## config.mk

```make
export PLATFORM = sky130hd
export DESIGN_NAME = xor_serial_scheduler
export DESIGN_NICKNAME = d
export VERILOG_FILES = /design/src/rtl/xor_serial_scheduler.sv
export SDC_FILE = /design/constraint.sdc
export NUM_CORES = 1
export LEC_CHECK = 0
export CAP_MARGIN = 25
export CORE_ASPECT_RATIO = 1.5
export CORE_MARGIN = 2
export CORE_UTILIZATION = 42
export CTS_CLUSTER_DIAMETER = 80
export CTS_CLUSTER_SIZE = 10
export DETAILED_ROUTE_END_ITERATION = 8
export GPL_ROUTABILITY_DRIVEN = 0
export PLACE_DENSITY = 0.83
export SLEW_MARGIN = 20
export SYNTH_ARGS = -nofsm -noshare
export SYNTH_HDL_FRONTEND = slang
export SYNTH_SLANG_ARGS = --single-unit
export TNS_END_PERCENT = 1
```

## constraint.sdc

```tcl
create_clock -name clk -period 1.72 [get_ports clk]
set_input_delay 0.258 -clock clk [delete_from_list [all_inputs] [get_ports clk]]
set_output_delay 0.258 -clock clk [all_outputs]
set_load 0.005 [all_outputs]
```

## src/rtl/xor_serial_scheduler.sv

```systemverilog
// xor_serial_scheduler: shares one external 1-bit XOR gate between two
// requesters. Round-robin grant, bit-serial LSB-first evaluation of a W-bit
// operand pair, result returned on a response handshake tagged with the id.
module xor_serial_scheduler #(
  parameter int unsigned W = 16
) (
  input  logic         clk,
  input  logic         rst_n,
  input  logic         req0Valid,
  output logic         req0Ready,
  input  logic [W-1:0] req0A,
  input  logic [W-1:0] req0B,
  input  logic         req1Valid,
  output logic         req1Ready,
  input  logic [W-1:0] req1A,
  input  logic [W-1:0] req1B,
  output logic         respValid,
  input  logic         respReady,
  output logic         respId,
  output logic [W-1:0] respOut,
  output logic         xorInA,
  output logic         xorInB,
  input  logic         xorOut
);

  localparam int unsigned CW = (W > 1) ? $clog2(W) : 1;
  localparam logic [CW-1:0] LAST_BIT = CW'(W - 1);

  typedef enum logic [1:0] {
    ST_IDLE  = 2'd0,
    ST_SHIFT = 2'd1,
    ST_DONE  = 2'd2
  } state_e;

  state_e        state_q, state_d;
  logic [CW-1:0] bit_cnt_q, bit_cnt_d;
  logic [W-1:0]  op_a_q, op_a_d;
  logic [W-1:0]  op_b_q, op_b_d;
  logic [W-1:0]  result_q, result_d;
  logic          resp_id_q, resp_id_d;
  logic          last_grant_q, last_grant_d;

  logic          grant_vld_c;
  logic          grant_id_c;
  logic          ready0_c;
  logic          ready1_c;
  logic          xor_a_c;
  logic          xor_b_c;

  // State and datapath registers; last_grant resets to 1 so requester 0 wins first
  always_ff @(posedge clk or negedge rst_n) begin
    if (!rst_n) begin
      state_q      <= ST_IDLE;
      bit_cnt_q    <= '0;
      op_a_q       <= '0;
      op_b_q       <= '0;
      result_q     <= '0;
      resp_id_q    <= 1'b0;
      last_grant_q <= 1'b1;
    end else begin
      state_q      <= state_d;
      bit_cnt_q    <= bit_cnt_d;
      op_a_q       <= op_a_d;
      op_b_q       <= op_b_d;
      result_q     <= result_d;
      resp_id_q    <= resp_id_d;
      last_grant_q <= last_grant_d;
    end
  end

  // Next-state, round-robin grant and gate drive
  always_comb begin
    state_d      = state_q;
    bit_cnt_d    = bit_cnt_q;
    op_a_d       = op_a_q;
    op_b_d       = op_b_q;
    result_d     = result_q;
    resp_id_d    = resp_id_q;
    last_grant_d = last_grant_q;
    grant_vld_c  = 1'b0;
    grant_id_c   = 1'b0;
    ready0_c     = 1'b0;
    ready1_c     = 1'b0;
    xor_a_c      = 1'b0;
    xor_b_c      = 1'b0;

    unique case (state_q)
      ST_IDLE: begin
        if (req0Valid && req1Valid) begin
          grant_vld_c = 1'b1;
          grant_id_c  = ~last_grant_q;
        end else if (req0Valid) begin
          grant_vld_c = 1'b1;
          grant_id_c  = 1'b0;
        end else if (req1Valid) begin
          grant_vld_c = 1'b1;
          grant_id_c  = 1'b1;
        end
        ready0_c = grant_vld_c & ~grant_id_c;
        ready1_c = grant_vld_c & grant_id_c;
        // Ready is only offered to a valid requester, so a grant is a handshake
        if (grant_vld_c) begin
          op_a_d       = grant_id_c ? req1A : req0A;
          op_b_d       = grant_id_c ? req1B : req0B;
          resp_id_d    = grant_id_c;
          last_grant_d = grant_id_c;
          bit_cnt_d    = '0;
          result_d     = '0;
          state_d      = ST_SHIFT;
        end
      end
      ST_SHIFT: begin
        xor_a_c             = op_a_q[bit_cnt_q];
        xor_b_c             = op_b_q[bit_cnt_q];
        result_d[bit_cnt_q] = xorOut;
        if (bit_cnt_q == LAST_BIT) begin
          state_d = ST_DONE;
        end else begin
          bit_cnt_d = bit_cnt_q + CW'(1);
        end
      end
      ST_DONE: begin
        if (respReady) begin
          state_d = ST_IDLE;
        end
      end
      default: begin
        state_d = ST_IDLE;
      end
    endcase
  end

  // Ready strobes are masked by reset so nothing is offered while held in reset
  assign req0Ready = ready0_c & rst_n;
  assign req1Ready = ready1_c & rst_n;
  assign xorInA    = xor_a_c;
  assign xorInB    = xor_b_c;
  assign respValid = (state_q == ST_DONE);
  assign respOut   = result_q;
  assign respId    = resp_id_q;

endmodule

```

======== Yosys cells after proc, flatten, opt, wreduce, memory -nomap -nowiden ========
Index checks and enable logic that the tools add are counted.
word-level totals
  flip-flop bits (word level) ............. 56
  input bits .............................. 70
  logic and storage cells ................. 60
operators by class
  add/sub/neg operators ................... 1
  magnitude comparators ................... 2
  eq/ne operators ......................... 7
  muxes and demuxes ....................... 29
  bitwise operators ....................... 6
  reduce and logical (&&, ||, !) cells .... 8
operator list
  cell                                                                                 number
  16-bit two-way mux                                                                   3
  16-bit case mux with 2 select lines                                                  1
  16-bit bitwise mux                                                                   1
  1-bit two-way mux                                                                    14
  1-bit binary-select mux with 4-bit select                                            2
  4-bit two-way mux                                                                    2
  4-bit case mux with 2 select lines                                                   1
  2-bit two-way mux                                                                    3
  2-bit inequality test, second input constant                                         3
  2-bit case mux with 3 select lines                                                   1
  3-bit AND reduction                                                                  2
  4-bit by 5-bit less-than comparator with 1-bit output, second input constant         1
  4-bit by 1-bit adder with 4-bit output, second input constant                        1
  1-bit AND                                                                            4
  1-bit demux with 4-bit select                                                        1
  4-bit == test, second input constant                                                 1
  4-bit by 1-bit greater-or-equal comparator with 1-bit output, second input constant  1
  2-bit AND reduction                                                                  2
  2-bit by 1-bit == test with 1-bit output, second input constant                      1
  2-bit == test, second input constant                                                 1
  1-bit logical AND                                                                    2
  2-bit logical NOT                                                                    1
  2-bit by 1-bit inequality test with 1-bit output, second input constant              1
  1-bit NOT                                                                            2
  2-bit nonzero test                                                                   1

======== Depth between registers and ports, before layout ========
  depth after elaboration ................. 8
  depth in mapped cells ................... 7

======== Least setup slack after synthesis ========
No wires, ideal clock.
  path type ............................... flip-flop to output port
  from .................................... reg last_grant_q
  to ...................................... out req0Ready
  data arrival time ....................... 1.440 ns
  required time ........................... 1.462 ns
  setup slack ............................. 0.022 ns
  stages on the path, launching flop included .. 6
  path buffers ............................ 2
  cell sequence ........................... dfstp_2 a21boi_1 buf_6 nor4_4 buf_6 and2_1
between the ends
  longest elaborated chain between the ends .. 7
RTL lines
  what                    line  source
  from (decl)             41    logic last_grant_q, last_grant_d;
  from (signal assigned)  67    last_grant_q <= last_grant_d;
  1-bit NOT               91    grant_id_c = ~last_grant_q;
  1-bit two-way mux       89    if (req0Valid && req1Valid) begin
  1-bit two-way mux       87    unique case (state_q)
  1-bit NOT               99    ready0_c = grant_vld_c & ~grant_id_c;
  1-bit AND               99
  1-bit two-way mux       87
  1-bit AND               134   assign req0Ready = ready0_c & rst_n;
  to (decl)               10    output logic req0Ready,
No other way between the ends. The select of a mux whose other input is x is not followed.

======== Final worst setup path ========
  from .................................... reg bit_cnt_q[0]
  to ...................................... out xorInB
between the ends
  longest elaborated chain between the ends .. 3
RTL lines
  what                                       line  source
  from (decl)                                36    logic [CW-1:0] bit_cnt_q, bit_cnt_d;
  from (signal assigned)                     62    bit_cnt_q <= bit_cnt_d;
  1-bit binary-select mux with 4-bit select  114   xor_b_c = op_b_q[bit_cnt_q];
  1-bit two-way mux (not written as such)    114
  1-bit two-way mux                          87
  to (decl)                                  22    output logic xorInB,
No other way between the ends. The select of a mux whose other input is x is not followed.

==> impl_metrics.tcl <==
set metrics [dict create \
    outcome "finished with violations" \
    violations "negative setup slack" \
    p_leak_nw 1.98 \
    grt_max_degree 53 \
    first_global_vias 2760 \
    hold_class "input port to asynchronous set/reset pin" \
    worstPathRequired_ns 1.46 \
    endpoint_kind "output port" \
    cts_tree "done" \
    cts-buffers-inserted 5 \
    slew_violations 0 \
    synth_cell_type_count 32 \
    relSlewSlack_pct 63.6 \
    yosysWarnings 0 \
    finalSetupViolations 6 \
    critPathArrivalTime_ns 1.86 \
    drc_errors 0 \
    fin_crit_sh_pct 123 \
    cts.clk_slew.worst_paths_ns 0.10 \
    globalRouteOverflowTotal 0 \
    power.total_mw 6.77 \
    place_area_mm2 0.00405 \
    cts.root.buffer_cell "clkbuf_8" \
    startpoint_type "flip-flop" \
    syn_inst 301 \
    synthToLayoutAreaGrowth_pct 48.3 \
    die_x_um 72.1 \
    drive_above_1_share_pct 19.2 \
    cts_sinks 56 \
    grt_antenna_before_repair 0 \
    mostFrequentLayoutCell "clkdlybuf4s50_1" \
    vias_per_cell 5.59 \
    diodes 0 \
    rows 37 \
    cts.path.max_buffers 2 \
    fin_ws_ns -0.394 \
    die_h_um 106 \
    initial_core_util_pct 42.9 \
    core_mm2 0.00681 \
    rsz0062_at_grt "yes" \
    dr.pass1.iters 5 \
    avgSynthCellArea_um2 9.69 \
    hold_viol_final 0 \
    dieArea_mm2 0.00764 \
    wirelength_um 8070 \
    fmax_ghz 0.473 \
    seq_area_frac_synth_pct 48.1 \
    r2r_end "respOut[0]" \
    ys_ff_latch 56 \
    num_vias 2712 \
    crit_type "flip-flop to output port" \
    grt_pass1_wl_um 12800 \
    drtAntennaViolNets 0 \
    routedWlPerCell_um 16.6 \
    timing.rr.start "bit_cnt_q[0]" \
    dp_hpwl_um 5810 \
    max_slew.worst_pin.slew_ns 0.544 \
    port_buffers 91 \
    fin_crit_ns 2.11 \
    ff2ff_path_depth 8 \
    drtIter0Drc 178 \
    powerDensity_mw_per_mm2 1560 \
    path_max_fanout 7 \
    synth_top_cell_by_area "dfrtp_1" \
    syn_nets 375 \
    num-nets-final 481 \
    clk_latency_ns 0.32 \
    synth_area_leaders "dfrtp_1 (47%), nand2_1 (9.6%), mux2i_1 (7.9%)" \
    synth_top_cell_area_share_pct 47.2 \
    ir_worst_vdd_mv 0.677 \
    final_area_mm2 0.00433 \
    syn-cell-area_mm2 0.00292 \
    io_pins 92 \
    mostFrequentLayoutCells "clkdlybuf4s50_1 (84), nand2_1 (74), dfrtp_1 (52)" \
    fin_skew_ns 0.0135 \
    rrSetupSlack_ns -0.01 \
    cap_violations 0 \
    cts_htree_levels 2 \
    grt.total_usage_pct 21.2 \
]
## timing repair
item | in CTS | in global routing
cloned | 1 | 0
hold buffers | 1 | 0
pin swaps | 8 | 7
setup endpoints to repair | 9 | 29
buffers inserted | 3 | 1
hold endpoints to repair | 15 | 0
resized for setup | 26 | 26
## routing by layer
layer  vias up  global-route usage (%)  share of wire, %
met3        25                    3.41               3.3
met2        87                    39.8                56
met1      1311                    22.6                36
li1       1289                       -                 -
met5         -                       0                 0
met4         0                    9.57               4.2
## metrics by stage
step / hold slack [ns] / setup WS [ns] / TNS (ns) / instances / util, %
floorplan: -0.0376 / 0.0217 / 0 / 301 / -
global placement: 0.324 / -0.422 / -7.94 / 473 / 59.5
detailed placement: 0.303 / -0.420 / -9.61 / 473 / 59.5
CTS: 0.109 / -0.367 / -1.17 / 484 / 61.7
global route: 0.133 / -0.456 / -1.71 / 485 / 63.6
finish: 0.0883 / -0.394 / -0.991 / 485 / 63.6
## flip-flops by register name, indices dropped and copies added, names as in the netlist
signal,count
bit_cnt_q,4
last_grant_q,1
op_a_q,16
op_b_q,16
respId,1
respOut,16
state_q,2
## cell families (layout without fill, tap and decap cells)
logic type / after synthesis / in the layout / share of synthesized area, %
fa+ha+maj: 4 / 4 / 1.72
buf+inv: 24 / 130 / 4.50
simple gates: 120 / 120 / 19.0
mux: 31 / 31 / 11.0
xor+xnor: 1 / 1 / 0.300
compound gates: 65 / 65 / 15.5
flops: 56 / 56 / 48.1
## layout make-up
class | instances | area [um^2]
Timing Repair Buffer | 120 | 1200
Inverter | 3 | 15.0
Tap cell | 78 | 97.6
Fill cell | 538 | 2480
Clock inverter | 1 | 5.00
Sequential cell | 56 | 1410
Clock buffer | 6 | 72.6
Multi-Input combinational cell | 221 | 1530
## synth_stat cells
cell type / n
nand3_1: 3
and3_1: 3
a21o_1: 3
nor2b_1: 6
nor2_1: 8
o21ai_0: 17
xor2_1: 1
o221ai_1: 4
and2_1: 3
clkbuf_1: 8
a21oi_1: 1
dfrtp_1: 55
dfstp_2: 1
mux2_2: 8
o311ai_0: 4
o211ai_1: 10
a22oi_1: 22
inv_1: 3
nand4_1: 14
ha_1: 4
nor4_4: 1
buf_6: 2
nand2b_1: 4
o22ai_1: 2
nand2_1: 75
a31o_2: 1
mux2i_1: 23
nor3_1: 2
buf_4: 5
nand3b_1: 1
a21boi_1: 1
buf_2: 6
## worst max path at each step
stage                  from         to  slack, ns
3_3_place_gp      req1Valid  req0Ready      -0.42
4_1_cts        bit_cnt_q[0]     xorInB      -0.37
6_report       bit_cnt_q[0]     xorInB      -0.39
5_1_grt        bit_cnt_q[0]     xorInA      -0.46
2_1_floorplan  last_grant_q  req0Ready       0.02
3_5_place_dp      req1Valid  req0Ready      -0.42
## worst max-delay path: stages (launching register included)
cell and delay (ns):
dfrtp_2 0.45, buf_6 0.13, buf_12 0.13, mux2i_1 0.11
a22oi_1 0.22, o221ai_2 0.15, o22ai_2 0.22, buf_2 0.14
## power by group
part	internal, mW	total (mW)	leakage (nW)	switching (mW)
registers	1.93	2.32	0.705	0.389
logic	1.90	3.76	1.23	1.86
clock network	0.278	0.691	0.0410	0.413
(Power assumes the default switching activity.)
==> patch, RTL diff (same settings) <==
Reset style: synchronous (`rst_n`), changed in one clocked block.
--- a/src/rtl/xor_serial_scheduler.sv
+++ b/src/rtl/xor_serial_scheduler.sv
@@ -49,5 +49,5 @@
 
   // State and datapath registers; last_grant resets to 1 so requester 0 wins first
-  always_ff @(posedge clk or negedge rst_n) begin
+  always_ff @(posedge clk) begin
     if (!rst_n) begin
       state_q      <= ST_IDLE;
Check against the original RTL: differs if rst_n is asserted again (counterexample within 4 cycles, from zero or initial values and one cycle with rst_n low); with rst_n held inactive, the same outputs for 10 cycles.
==> patch against the original RTL <==
  * Worst setup slack improved by 0.077 ns
  * The flow still finishes with violations (setup timing)
  * Final cell count rose by 1.4%
  * Routed wire length fell by 6.4%
  * Critical path type unchanged
  * Hold slack improved by 0.39 ns
  * Core utilization shrank 0.25 points
  * Clock skew fell by 0.0021 ns
  * Synthesized cell count is 1.3% higher
  * Area after synthesis down 4.1%
  * Sequential cell count unchanged
  * Critical path depth stayed put
  * Final area is 5.1% lower
Power is not compared: it rests on default switching activity, and its combinational part moved more than twofold at a synthesized area within 25%.
==> patch: results (changes against the original RTL) <==
metric,value,unit,change
cell count after placement,481,,+1.7%
vias,2746,,+1.3%
register area share after synthesis,0.401,,-0.0800
share of flip-flops with an asynchronous set or reset,0,,-1.00
Synth Flop Type,dfxtp_1,,
"top cells by count, synth","dfxtp_1 (56), a21oi_1 (33), nor2_1 (24)",,
RR Endpoint,bit_cnt_q[3],,
Final WS setup,-0.318,ns,+0.0765 ns
status,"complete, but fails checks",,
Layout Skew,0.0114,ns,-0.00213 ns
final setup vio count,3,,-3
Iter 0 DRT Violations,144,,-19%
Yosys cell types,48,,+50%
worst reg2reg setup slack,0.04,ns,+0.05 ns
first-pass GRT wire length,12.6,mm,-1.7%
hold crit path type,reg2reg,,
global-route usage over all layers,0.210,,-0.00201
synthesized instance count,305,,+1.3%
placed cell area,0.00394,mm^2,-2.7%
FILL cells,553,,+2.8%
failing checks,setup timing,,
hpwl dp,5.87,mm,+1.1%
setup tns final,-0.837,ns,+0.154 ns
Slew @ Worst Pin,0.472,ns,-0.0728 ns
syn nets,379,,+1.1%
layout cell share with drive strength beyond 1,0.192,,+0.000662
Synth area leaders,"dfxtp_1 (40%), mux2i_1 (6.8%), a21oi_1 (5.9%)",,
"Max FO, Critical Path",4,,-3
post-DR wirelength/cell,15.3,um,-7.8%
==> patch: changes by cell type after synthesis, sizes merged, moves of 6 or more <==
cell,change
a21oi,+32
mux2,-6
a211oi,+13
nand4,-11
and2,+15
o211ai,-10
a221o,+14
nand2,-60
nor2,+18
clkbuf,+8
dfrtp,-55
a22oi,-21
dfxtp,+56
==> patch: cells by family (layout without fill, tap and decap cells) <==
kind of cell | after synthesis | count (layout) | synth area share
buf+inv | 33 | 144 | 0.0626
flops | 56 | 56 | 0.401
mux | 25 | 25 | 0.108
simple gates | 90 | 90 | 0.176
compound gates | 97 | 97 | 0.234
fa+ha+maj | 4 | 4 | 0.0179
==> patch: worst max path at each step <==
| stage | startpoint | to | cells after the start |
|---|---|---|---|
| after detailed placement | bit_cnt_q[0] | xorInA | 6 |
| final | bit_cnt_q[0] | xorInB | 7 |
| after global placement | bit_cnt_q[0] | xorInB | 6 |
| after global routing | bit_cnt_q[0] | xorInB | 7 |
| after floorplan | bit_cnt_q[0] | xorInB | 6 |
| after CTS | bit_cnt_q[0] | xorInB | 7 |
==> patch: what timing repair did <==
action,CTS,global route
hold buffers,0,0
endpoints found under the setup margin,6,7
resized for setup,19,5
cloned,0,0
pin swaps,7,3
setup buffers,3,0
==> patch: worst max-delay path: stages (launching register included) <==
cell	delay, ns
dfxtp_2	0.35
buf_6	0.11
buf_6	0.09
mux4_2	0.47
nor2_1	0.10
nand4b_1	0.15
a21oi_2	0.07
buf_2	0.12
==> patch: final cells by class <==
class	instances	area, um^2	share of cell area
Multi-Input combinational cell	216	1540	0.374
Tap cell	76	95.1	0.0231
Clock buffer	6	72.6	0.0177
Inverter	5	18.8	0.00457
Clock inverter	2	35.0	0.00853
Timing Repair Buffer	131	1220	0.298
Sequential cell	56	1130	0.274
==> patch: routing by layer <==
layer | track usage | wire, um
met1 | 0.227 | 2870
met2 | 0.388 | 4150
met3 | 0.0359 | 271
met4 | 0.0997 | 259
met5 | 0 | 0
==> patch: power by group <==
| part | switching (mW) | total [mW] | internal [mW] |
|---|---|---|---|
| Sequential | 0.0602 | 1.44 | 1.38 |
| Clock | 0.420 | 0.853 | 0.433 |
| Combinational | 0.264 | 0.658 | 0.394 |
| Total | 0.744 | 2.95 | 2.21 |
